==> src/rtl/dcm_prog_pkg.sv <==
// rtl/dcm_prog_pkg.sv - shared types, frame headers and helpers for the DCM programming controller
package dcm_prog_pkg;

    typedef enum logic [2:0] {
        ST_IDLE,
        ST_SEND_D,
        ST_GAP_D,
        ST_SEND_M,
        ST_GAP_M,
        ST_SEND_GO,
        ST_WAIT,
        ST_FIN
    } state_t;

    // Command headers, bit 0 goes on the wire first
    localparam logic [1:0] HDR_D = 2'b01;
    localparam logic [1:0] HDR_M = 2'b11;

    function automatic int clog2(input int value);
        int result;
        result = 0;
        while ((1 << result) < value) result++;
        return result;
    endfunction

endpackage

==> src/rtl/dcm_prog_shifter.sv <==
// rtl/dcm_prog_shifter.sv - loadable LSB-first frame shifter shared by the D and M commands
module dcm_prog_shifter
    import dcm_prog_pkg::*;
#(
    parameter int MDW = 8
) (
    input  logic           PROGCLK,
    input  logic           RST,
    input  logic           load,
    input  logic           shift,
    input  logic [MDW+1:0] load_data,
    output logic           sdata,
    output logic           last
);
    localparam int BW = clog2(MDW + 2);
    localparam logic [BW-1:0] LAST_IDX = BW'(MDW + 1);

    logic [MDW+1:0] sr_q, sr_d;
    logic [BW-1:0]  cnt_q, cnt_d;

    // Load a new frame or advance one bit; the counter marks the final bit
    always_comb begin
        sr_d  = sr_q;
        cnt_d = cnt_q;
        if (load) begin
            sr_d  = load_data;
            cnt_d = '0;
        end else if (shift) begin
            sr_d  = sr_q >> 1;
            cnt_d = cnt_q + 1'b1;
        end
    end

    // Shift register and bit counter
    always_ff @(posedge PROGCLK) begin
        if (RST) begin
            sr_q  <= '0;
            cnt_q <= '0;
        end else begin
            sr_q  <= sr_d;
            cnt_q <= cnt_d;
        end
    end

    assign sdata = sr_q[0];
    assign last  = (cnt_q == LAST_IDX);

endmodule

==> src/rtl/dcm_prog_ctrl.sv <==
// rtl/dcm_prog_ctrl.sv - multi-channel DCM_CLKGEN M/D programming controller with lock timeout
module dcm_prog_ctrl
    import dcm_prog_pkg::*;
#(
    parameter int NCH     = 1,
    parameter int MDW     = 8,
    parameter int GAP     = 4,
    parameter int LOCK_TO = 65535,
    parameter int CHW     = (clog2(NCH) > 1) ? clog2(NCH) : 1
) (
    input  logic           PROGCLK,
    input  logic           RST,
    input  logic           GO,
    input  logic [CHW-1:0] CH,
    input  logic [MDW-1:0] M,
    input  logic [MDW-1:0] D,
    output logic           BUSY,
    output logic           DONE,
    output logic           ERR,
    output logic [NCH-1:0] PROGEN,
    output logic [NCH-1:0] PROGDATA,
    input  logic [NCH-1:0] PROGDONE,
    input  logic [NCH-1:0] LOCKED
);
    localparam int GW = clog2(GAP + 1);
    localparam int TW = clog2(LOCK_TO + 1);
    localparam logic [GW-1:0] GAP_LAST = GW'(GAP - 1);
    localparam logic [TW-1:0] TO_MAX   = TW'(LOCK_TO);

    state_t         state_q, state_d;
    logic [CHW-1:0] ch_q, ch_d;
    logic [MDW-1:0] m_q, m_d;
    logic           armed_q, armed_d;
    logic           fail_q, fail_d;
    logic           err_q, err_d;
    logic           done_q, done_d;
    logic           busy_q, busy_d;
    logic [GW-1:0]  gap_q, gap_d;
    logic [TW-1:0]  to_q, to_d;
    logic [NCH-1:0] progen_q, progen_d;
    logic [NCH-1:0] progdata_q, progdata_d;
    logic [NCH-1:0] pd_s1_q, pd_s2_q, lk_s1_q, lk_s2_q;

    logic           sh_load, sh_shift, sh_bit, sh_last;
    logic [MDW+1:0] sh_load_data;
    logic           pd_sel, lk_sel, ch_valid, in_req, gap_end, tx_en, tx_bit;

    dcm_prog_shifter #(.MDW(MDW)) u_shifter (
        .PROGCLK   (PROGCLK),
        .RST       (RST),
        .load      (sh_load),
        .shift     (sh_shift),
        .load_data (sh_load_data),
        .sdata     (sh_bit),
        .last      (sh_last)
    );

    // Pick the synchronised status of the channel being programmed
    always_comb begin
        pd_sel = 1'b0;
        lk_sel = 1'b0;
        for (int i = 0; i < NCH; i++) begin
            if (ch_q == CHW'(i)) begin
                pd_sel = pd_s2_q[i];
                lk_sel = lk_s2_q[i];
            end
        end
    end

    assign ch_valid = ({1'b0, CH} < (CHW + 1)'(NCH));
    assign in_req   = (state_q != ST_IDLE) && (state_q != ST_FIN);
    assign gap_end  = (gap_q == GAP_LAST);

    // Sequencer: next state, frame loading, wait/timeout decisions and output staging
    always_comb begin
        state_d      = state_q;
        ch_d         = ch_q;
        m_d          = m_q;
        armed_d      = armed_q;
        fail_d       = fail_q;
        err_d        = err_q;
        done_d       = 1'b0;
        busy_d       = in_req;
        gap_d        = '0;
        to_d         = '0;
        sh_load      = 1'b0;
        sh_shift     = 1'b0;
        sh_load_data = {D, HDR_D};
        tx_en        = 1'b0;
        tx_bit       = 1'b0;

        case (state_q)
            ST_IDLE: begin
                armed_d = 1'b0;
                if (GO) begin
                    ch_d  = CH;
                    m_d   = M;
                    err_d = 1'b0;
                    if (ch_valid) begin
                        sh_load = 1'b1;
                        fail_d  = 1'b0;
                        state_d = ST_SEND_D;
                    end else begin
                        fail_d  = 1'b1;
                        state_d = ST_FIN;
                    end
                end
            end
            ST_SEND_D: begin
                tx_en    = 1'b1;
                tx_bit   = sh_bit;
                sh_shift = 1'b1;
                if (sh_last) state_d = ST_GAP_D;
            end
            ST_GAP_D: begin
                gap_d = gap_end ? '0 : gap_q + 1'b1;
                if (gap_end) begin
                    sh_load      = 1'b1;
                    sh_load_data = {m_q, HDR_M};
                    state_d      = ST_SEND_M;
                end
            end
            ST_SEND_M: begin
                tx_en    = 1'b1;
                tx_bit   = sh_bit;
                sh_shift = 1'b1;
                if (sh_last) state_d = ST_GAP_M;
            end
            ST_GAP_M: begin
                gap_d = gap_end ? '0 : gap_q + 1'b1;
                if (gap_end) state_d = ST_SEND_GO;
            end
            ST_SEND_GO: begin
                tx_en   = 1'b1;
                to_d    = TW'(1);
                state_d = ST_WAIT;
            end
            ST_WAIT: begin
                to_d = (to_q == TO_MAX) ? to_q : to_q + 1'b1;
                if (armed_q && pd_sel && lk_sel) begin
                    fail_d  = 1'b0;
                    state_d = ST_FIN;
                end else if (to_q == TO_MAX) begin
                    fail_d  = 1'b1;
                    state_d = ST_FIN;
                end
            end
            ST_FIN: begin
                done_d  = 1'b1;
                err_d   = fail_q;
                state_d = ST_IDLE;
            end
            default: state_d = ST_IDLE;
        endcase

        // The DCM drops PROGDONE once it starts taking commands; only then is a high PROGDONE meaningful
        if (in_req && !pd_sel) armed_d = 1'b1;

        for (int i = 0; i < NCH; i++) begin
            progen_d[i]   = tx_en && (ch_q == CHW'(i));
            progdata_d[i] = tx_en && tx_bit && (ch_q == CHW'(i));
        end
    end

    // State, control registers and registered outputs
    always_ff @(posedge PROGCLK) begin
        if (RST) begin
            state_q    <= ST_IDLE;
            ch_q       <= '0;
            m_q        <= '0;
            armed_q    <= 1'b0;
            fail_q     <= 1'b0;
            err_q      <= 1'b0;
            done_q     <= 1'b0;
            busy_q     <= 1'b0;
            gap_q      <= '0;
            to_q       <= '0;
            progen_q   <= '0;
            progdata_q <= '0;
        end else begin
            state_q    <= state_d;
            ch_q       <= ch_d;
            m_q        <= m_d;
            armed_q    <= armed_d;
            fail_q     <= fail_d;
            err_q      <= err_d;
            done_q     <= done_d;
            busy_q     <= busy_d;
            gap_q      <= gap_d;
            to_q       <= to_d;
            progen_q   <= progen_d;
            progdata_q <= progdata_d;
        end
    end

    // Two-flop synchronisers for the DCM status inputs
    always_ff @(posedge PROGCLK) begin
        if (RST) begin
            pd_s1_q <= '0;
            pd_s2_q <= '0;
            lk_s1_q <= '0;
            lk_s2_q <= '0;
        end else begin
            pd_s1_q <= PROGDONE;
            pd_s2_q <= pd_s1_q;
            lk_s1_q <= LOCKED;
            lk_s2_q <= lk_s1_q;
        end
    end

    assign BUSY     = busy_q;
    assign DONE     = done_q;
    assign ERR      = err_q;
    assign PROGEN   = progen_q;
    assign PROGDATA = progdata_q;

endmodule
==> config.mk <==
export PLATFORM = sky130hd
export DESIGN_NAME = dcm_prog_ctrl
export DESIGN_NICKNAME = d
export VERILOG_FILES = /design/src/rtl/dcm_prog_pkg.sv /design/src/rtl/dcm_prog_shifter.sv /design/src/rtl/dcm_prog_ctrl.sv
export SDC_FILE = /design/constraint.sdc
export NUM_CORES = 1
export LEC_CHECK = 0
export ABC_CLOCK_PERIOD_IN_PS = 6800
export CAP_MARGIN = 20
export CORE_UTILIZATION = 60
export CTS_CLUSTER_SIZE = 12
export DETAILED_ROUTE_END_ITERATION = 8
export PLACE_DENSITY = 0.92
export SYNTH_ARGS = -nofsm -noshare
export SYNTH_HDL_FRONTEND = slang
export SYNTH_SLANG_ARGS = --single-unit
==> constraint.sdc <==
create_clock -name PROGCLK -period 6.8 [get_ports PROGCLK]
set_clock_uncertainty 0.2 [all_clocks]
set_input_delay 0.68 -clock PROGCLK [delete_from_list [all_inputs] [get_ports PROGCLK]]
set_output_delay 0.68 -clock PROGCLK [all_outputs]
set_load 0.02 [all_outputs]
==> reports/results.tsv, run 1 <==
stage	metric	value	unit
detailed_routing	routed_wl	5330	um
timing	max_freq	0.398	GHz
global_route	grt_max_degree	38	
clock_network	cts_resized	0	
floorplan	core_area	4030	um2
timing	setup-violations-final	0	
placement	hpwl	3600	um
setup_path	worstSetupStartpointType	flop	
finish	area_growth	16.7	%
setup_path	crit_path_end_kind	flop	
timing	fin_crit_sh	37.0	%
floorplan	initial_utilization	63.0	%
timing	relSlewSlack	40.4	%
timing	drv_slew	0	
timing	setup_tns	0	ns
setup_path	worstSetupStartpoint	to_q[0]$_SDFFE_PP0P_	
detailed_routing	first_pass_iters	5	
synthesis	yosysWarnings	0	
finish	fin_area	2960	um2
detailed_routing	drt-initial-drc-count	205	
setup_path	worstPathCellList	ha_1 > nand3_1 > or4_1 > a311oi_2 > mux2_2	
synthesis	synth_seq_cells	56	
clock_network	insertion_delay	0.31	ns
global_route	grt_pass1_vias	1976	
clock_network	cts-root-buf	clkbuf_8	
global_route	antenna_found_initial	0	
pwr	power_density	305	nW/um2
placement	place_inst	363	
finish	diodes	0	
synthesis	synthArstFlopShare	0	%
synthesis	synth-edff-count	0	
synthesis	ys_types	43	
detailed_routing	wl_met2	2550	um
clock_network	post-cts-setup-buffers	0	
timing	hold_viol_final	0	
clock_network	cts_buffer_depth	2	
finish	finalNonFillerCells	372	
min_path	hold_path_class	flop to flop	
run_status	outcome	complete, no violations	
setup_path	r2r_start	to_q[0]$_SDFFE_PP0P_	
setup_path	slowest_delay	0.72	ns
clock_network	hold_buffers	0	
finish	drive_above_1_share	8.07	%
detailed_routing	met3_length	218	um
detailed_routing	wl_met1	2370	um
setup_path	cpMaxStageDelayCell	or4_1	
setup_path	crit_arrival	2.53	ns
clock_network	numCtsBuffers	5	
synthesis	syn-cell-area	2540	um2
detailed_routing	route.detailed.drc	0	
synthesis	seq_area_frac_synth	44.2	%
global_route	grt.total_usage	26.4	%
setup_path	worstSetupPathType	flop to flop	
timing	worst_pin_slew	0.887	ns
finish	final_util	73.5	%
timing	rsz0062_at_grt	no	
clock_network	htreeDepth	2	
setup_path	rrSetupSlack	4.29	ns
timing	min_period	2.51	ns
synthesis	syn_avg_cell_area	8.48	um2
detailed_routing	drt-vias-per-instance	5.96	
placement	place_congestion	0.810	
setup_path	worstPathRequired	6.81	ns
setup_path	path_max_fanout	6	
placement	placed_cell_area	2830	um2
pwr	leakage	0.990	nW
placement	port_buffers	26	
clock_network	clk_pin_slew	0.09	ns
floorplan	ios	27	
floorplan	die_y	67.0	um
clock_network	cts.sinks	56	
synthesis	syn-num-nets	326	
floorplan	die_x	67.0	um
detailed_routing	dr_total_vias	2216	
setup_path	reg2reg_depth	5	
floorplan	rows	23	
synthesis	synth_flop_cell	dfxtp_1	
job	drv_cap	0	
finish	layout.nets	348	
floorplan	dieArea	4490	um2
global_route	gr-total-overflow	0	
clock_network	cts_tree	built	
pwr	peakVddDrop	0.000224	V
detailed_routing	ant_nets	0	
global_route	grt_first_pass_wirelength	8910	um
setup_path	r2r_end	fail_q$_SDFFE_PP0P_	
setup_path	crit_path_end	fail_q$_SDFFE_PP0P_	
synthesis	synth_cells	299	
detailed_routing	topRoutingLayerUsed	met4	
detailed_routing	wire_per_inst	14.3	um
-- Yosys cell counts (6+ instances only) --
cell,instances,share of area (%)
a21oi_1,26,5.1
a31oi_1,10,2.5
clkbuf_1,14,2.1
dfxtp_1,56,44
mux2_2,8,3.6
nand2_1,50,7.4
nand2b_1,8,2.0
nand3_1,14,2.8
nand4_1,6,1.5
nor2_1,16,2.4
nor2b_1,7,1.7
nor3_1,6,1.2
o21ai_0,8,1.6
o31ai_1,6,1.8
or4_1,7,2.1
-- layer usage --
| metal | vias up | track usage [%] |
|---|---|---|
| met5 | - | 0 |
| met4 | 0 | 14.1 |
| met3 | 15 | 7.53 |
| met2 | 50 | 40.3 |
| met1 | 1036 | 33.1 |
| li1 | 1115 | - |
-- how the worst min path moves through the flow --
| stage | from | depth (start not counted) | slack [ns] | end |
|---|---|---|---|---|
| after CTS | gap_q[0]$_SDFF_PP0_ | 1 | 0.24 | gap_q[0]$_SDFF_PP0_ |
| final | gap_q[0]$_SDFF_PP0_ | 1 | 0.24 | gap_q[0]$_SDFF_PP0_ |
| after global routing | gap_q[0]$_SDFF_PP0_ | 1 | 0.25 | gap_q[0]$_SDFF_PP0_ |
| after global placement | gap_q[0]$_SDFF_PP0_ | 1 | 0.21 | gap_q[0]$_SDFF_PP0_ |
| after floorplan | gap_q[0]$_SDFF_PP0_ | 1 | 0.20 | gap_q[0]$_SDFF_PP0_ |
| after detailed placement | gap_q[0]$_SDFF_PP0_ | 1 | 0.23 | gap_q[0]$_SDFF_PP0_ |
-- report_power, final --
| group | leakage, nW | internal, mW | total (mW) | switching [mW] |
|---|---|---|---|---|
| Clock | 0.0645 | 0.130 | 0.234 | 0.104 |
| Combinational | 0.470 | 0.103 | 0.228 | 0.126 |
| Sequential | 0.456 | 0.377 | 0.442 | 0.0642 |
-- cells by family (layout without fill, tap and decap cells) --
logic type,Yosys count,in the layout,share of synthesized area [%]
XOR/XNOR,7,7,2.42
adder cells (fa/ha/maj),5,5,2.47
multiplexers,9,9,3.95
flip-flops,56,56,44.2
AO/OA/AOI/OAI,65,65,16.0
buffers and inverters,22,45,3.40
AND/OR/NAND/NOR,135,135,27.6
-- metrics by stage --
stage / power, mW / hold slack [ns] / setup slack (ns)
4_1_cts: 0.908 / 0.243 / 4.13
6_report: 0.904 / 0.243 / 4.29
3_5_place_dp: 0.673 / 0.229 / 4.11
2_1_floorplan: 0.605 / 0.199 / 4.54
3_3_place_gp: 0.661 / 0.210 / 4.14
5_1_grt: 0.959 / 0.247 / 4.12
-- cells in the final DEF, fill, tap and decap left out, types with 5 or more instances in the layout --
cell | Yosys | final
o31ai_1 | 6 | 6
mux2_2 | 8 | 8
clkbuf_8 | 0 | 7
or3_1 | 5 | 5
nor2b_1 | 7 | 7
a31oi_1 | 10 | 10
nor2_1 | 16 | 16
ha_1 | 5 | 5
inv_1 | 5 | 5
buf_4 | 0 | 5
nor3_1 | 6 | 6
o21ai_0 | 8 | 8
dfxtp_1 | 56 | 56
nand4_1 | 6 | 6
nand3_1 | 14 | 14
a21oi_1 | 26 | 26
nand2_1 | 50 | 50
clkdlybuf4s50_1 | 0 | 26
or4_1 | 7 | 7
nand2b_1 | 8 | 8
-- state kept, by name, summed over array words and instances, names as in the netlist --
signal and flops:
BUSY 1, DONE 1, ERR 1, PROGDATA 1
PROGEN 1, armed_q 1, ch_q 1, fail_q 1
gap_q 3, lk_s1_q 1, lk_s2_q 1, m_q 8
pd_s1_q 1, pd_s2_q 1, state_q 3, to_q 16
u_shifter.cnt_q 4, u_shifter.sr_q 10
-- critical path: cells and delay by family, from the launching register on --
| family | cells | cell delay [ns] |
|---|---|---|
| AO/OA/AOI/OAI | 1 | 0.30 |
| flip-flops | 1 | 0.40 |
| adder cells (fa/ha/maj) | 1 | 0.23 |
| AND/OR/NAND/NOR | 2 | 0.93 |
| multiplexers | 1 | 0.36 |
-- final cells by class --
class                   count  area [um2]
flip-flops and latches     56        1120
fillers                   306        1070
clock inverters             1        30.0
multi-input cells         221        1330
repair buffers             32         303
well taps                  50        62.6
inverters                   5        18.8
clock buffers               7        96.3
(Power assumes the default switching activity.)
==> inputs of run 2 (changes only) <==
--- a/config.mk
+++ b/config.mk
@@ -5,12 +5,12 @@
 export SDC_FILE = /design/constraint.sdc
 export NUM_CORES = 1
 export LEC_CHECK = 0
-export ABC_CLOCK_PERIOD_IN_PS = 6800
+export ABC_CLOCK_PERIOD_IN_PS = 2500
 export CAP_MARGIN = 20
-export CORE_UTILIZATION = 60
+export CORE_UTILIZATION = 56
 export CTS_CLUSTER_SIZE = 12
 export DETAILED_ROUTE_END_ITERATION = 8
-export PLACE_DENSITY = 0.92
+export PLACE_DENSITY = 0.87
 export SYNTH_ARGS = -nofsm -noshare
 export SYNTH_HDL_FRONTEND = slang
 export SYNTH_SLANG_ARGS = --single-unit
==> constraint.sdc (replaced) <==
create_clock -name PROGCLK -period 2.5 [get_ports PROGCLK]
set_clock_uncertainty 0.2 [all_clocks]
set_input_delay 0.25 -clock PROGCLK [delete_from_list [all_inputs] [get_ports PROGCLK]]
set_output_delay 0.25 -clock PROGCLK [all_outputs]
set_load 0.02 [all_outputs]
==> reports/results.tsv, run 2 (synthesis results as in run 1) <==
stage	metric	value	unit
detailed_routing	wire_per_inst	14.2	um
timing	hold_viol_final	0	
pwr	clock_power_share	19.4	%
timing	min_period	2.36	ns
clock_network	cts_resized	0	
global_route	grt_pass1_vias	2024	
job	drv_cap	0	
timing	fin_crit_sh	94.2	%
detailed_routing	drt-vias-per-instance	6.01	
timing	relSlewSlack	52.5	%
global_route	antenna_found_initial	0	
floorplan	initial_utilization	58.2	%
min_path	hold_end	gap_q[0]$_SDFF_PP0_	
setup_path	rrSetupSlack	0.14	ns
setup_path	reg2reg_depth	5	
clock_network	cts_tree	built	
detailed_routing	route.detailed.drc	0	
setup_path	r2r_end	fail_q$_SDFFE_PP0P_	
clock_network	insertion_delay	0.31	ns
setup_path	path_max_fanout	6	
clock_network	cts_buffer_depth	2	
floorplan	core_area	4350	um2
floorplan	die_y	69.3	um
detailed_routing	first_pass_iters	4	
pwr	switching_share	34.5	%
detailed_routing	dr_total_vias	2259	
setup_path	worstSetupPathType	flop to flop	
global_route	grt_first_pass_wirelength	9140	um
floorplan	rows	24	
setup_path	r2r_start	to_q[0]$_SDFFE_PP0P_	
placement	hpwl	3840	um
clock_network	numCtsBuffers	5	
timing	setup-violations-final	0	
timing	drv_slew	0	
timing	worst_pin_slew	0.712	ns
pwr	seq_power_share	51.2	%
placement	port_buffers	26	
global_route	grt.total_usage	23.5	%
floorplan	ios	27	
pwr	leakage	0.986	nW
pwr	power_density	780	nW/um2
pwr	pwr-share-comb	29.4	%
floorplan	die_x	69.3	um
min_path	min_from	gap_q[0]$_SDFF_PP0_	
setup_path	crit_path_end_kind	flop	
finish	layout.nets	353	
timing	setup_tns	0	ns
timing	rsz0062_at_grt	no	
setup_path	worstSetupStartpoint	to_q[0]$_SDFFE_PP0P_	
clock_network	hold_buffers	0	
floorplan	dieArea	4800	um2
detailed_routing	drt-initial-drc-count	151	
global_route	gr-total-overflow	0	
finish	drive_above_1_share	8.95	%
finish	area_growth	16.4	%
placement	placed_cell_area	2880	um2
clock_network	cts-root-buf	clkbuf_8	
min_path	hold-path-cell-count	1	
run_status	outcome	complete, no violations	
pwr	peakVddDrop	0.000449	V
finish	n_fill_cell	340	
finish	top_regs	to_q (16), u_shifter.sr_q (10), m_q (8)	
pwr	power.internal	1.51	mW
finish	largest_register_ffs	16	
clock_network	post-cts-setup-buffers	0	
clock_network	cts.sinks	56	
setup_path	worstPathRequired	2.51	ns
finish	diodes	0	
placement	place_congestion	0.818	
min_path	hold_path_class	flop to flop	
finish	regMostFlops	to_q	
detailed_routing	routed_wl	5340	um
finish	layout_common_cells	56 x dfxtp_1, 50 x nand2_1, 26 x a21oi_1, 26 x clkdlybuf4s50_1, 16 x nor2_1	
finish	final_common_cell	dfxtp_1	
setup_path	worstSetupStartpointType	flop	
setup_path	crit_arrival	2.36	ns
detailed_routing	ant_nets	0	
finish	fin_area	2950	um2
timing	max_freq	0.425	GHz
clock_network	clk_pin_slew	0.10	ns
pwr	switchingPower	793	uW
global_route	grt_max_degree	24	
clock_network	htreeDepth	2	
==> run 2: layout make-up <==
class,instances,area [um2],area share (%)
flip-flops and latches,56,1120,38.0
clock buffers,5,68.8,2.33
well taps,52,65.1,2.20
repair buffers,37,343,11.6
multi-input cells,221,1340,45.2
inverters,5,18.8,0.636
==> run 2: routing by layer <==
layer | vias to the layer above | part of all wire [%] | track usage [%]
met5 | - | 0 | 0
met4 | 0 | 1.5 | 9.07
met3 | 9 | 3.8 | 4.65
met2 | 48 | 50 | 39.6
met1 | 1080 | 45 | 29.7
li1 | 1122 | - | -
==> run 2: worst max path at each step <==
| stage | to | slack (ns) | depth (start not counted) |
|---|---|---|---|
| after floorplan | fail_q$_SDFFE_PP0P_ | 0.24 | 6 |
| after global placement | fail_q$_SDFFE_PP0P_ | 0.24 | 5 |
| after detailed placement | fail_q$_SDFFE_PP0P_ | 0.16 | 5 |
| after CTS | fail_q$_SDFFE_PP0P_ | 0.16 | 5 |
| after global routing | fail_q$_SDFFE_PP0P_ | 0.04 | 5 |
| final | fail_q$_SDFFE_PP0P_ | 0.14 | 5 |
==> run 2: power groups by stage <==
stage	sequential, mW	clock [mW]	combinational (mW)
final	1.18	0.447	0.676
after floorplan	1.13	0	0.520
after detailed placement	1.19	0	0.668
after global routing	1.20	0.489	0.745
after CTS	1.18	0.462	0.675
after global placement	1.19	0	0.644
==> run 2: through the flow <==
step / util [%] / total power, mW / hold slack [ns] / cells / worst slack, ns
CTS: 67.8 / 2.31 / 0.227 / 376 / 0.161
global placement: 66.2 / 1.83 / 0.210 / 371 / 0.238
floorplan: - / 1.65 / 0.178 / 299 / 0.244
detailed placement: 66.2 / 1.86 / 0.215 / 371 / 0.164
finish: 67.8 / 2.30 / 0.220 / 376 / 0.144
global route: 67.8 / 2.44 / 0.260 / 376 / 0.0438
==> run 2: worst max-delay path, cell delays in order, from the launching register on <==
cell      delay [ns]
dfxtp_1         0.38
ha_1            0.22
nand3_1         0.18
or4_1           0.62
a311oi_2        0.30
mux2_2          0.36
==> inputs of run 3 (changes only) <==
--- a/config.mk
+++ b/config.mk
@@ -11,6 +11,7 @@
 export CTS_CLUSTER_SIZE = 12
 export DETAILED_ROUTE_END_ITERATION = 8
 export PLACE_DENSITY = 0.87
+export SKIP_CTS_REPAIR_TIMING = 1
 export SYNTH_ARGS = -nofsm -noshare
 export SYNTH_HDL_FRONTEND = slang
 export SYNTH_SLANG_ARGS = --single-unit
==> results of run 3 <==
The final DEF is identical to that of run 2; final timing and power are the same.
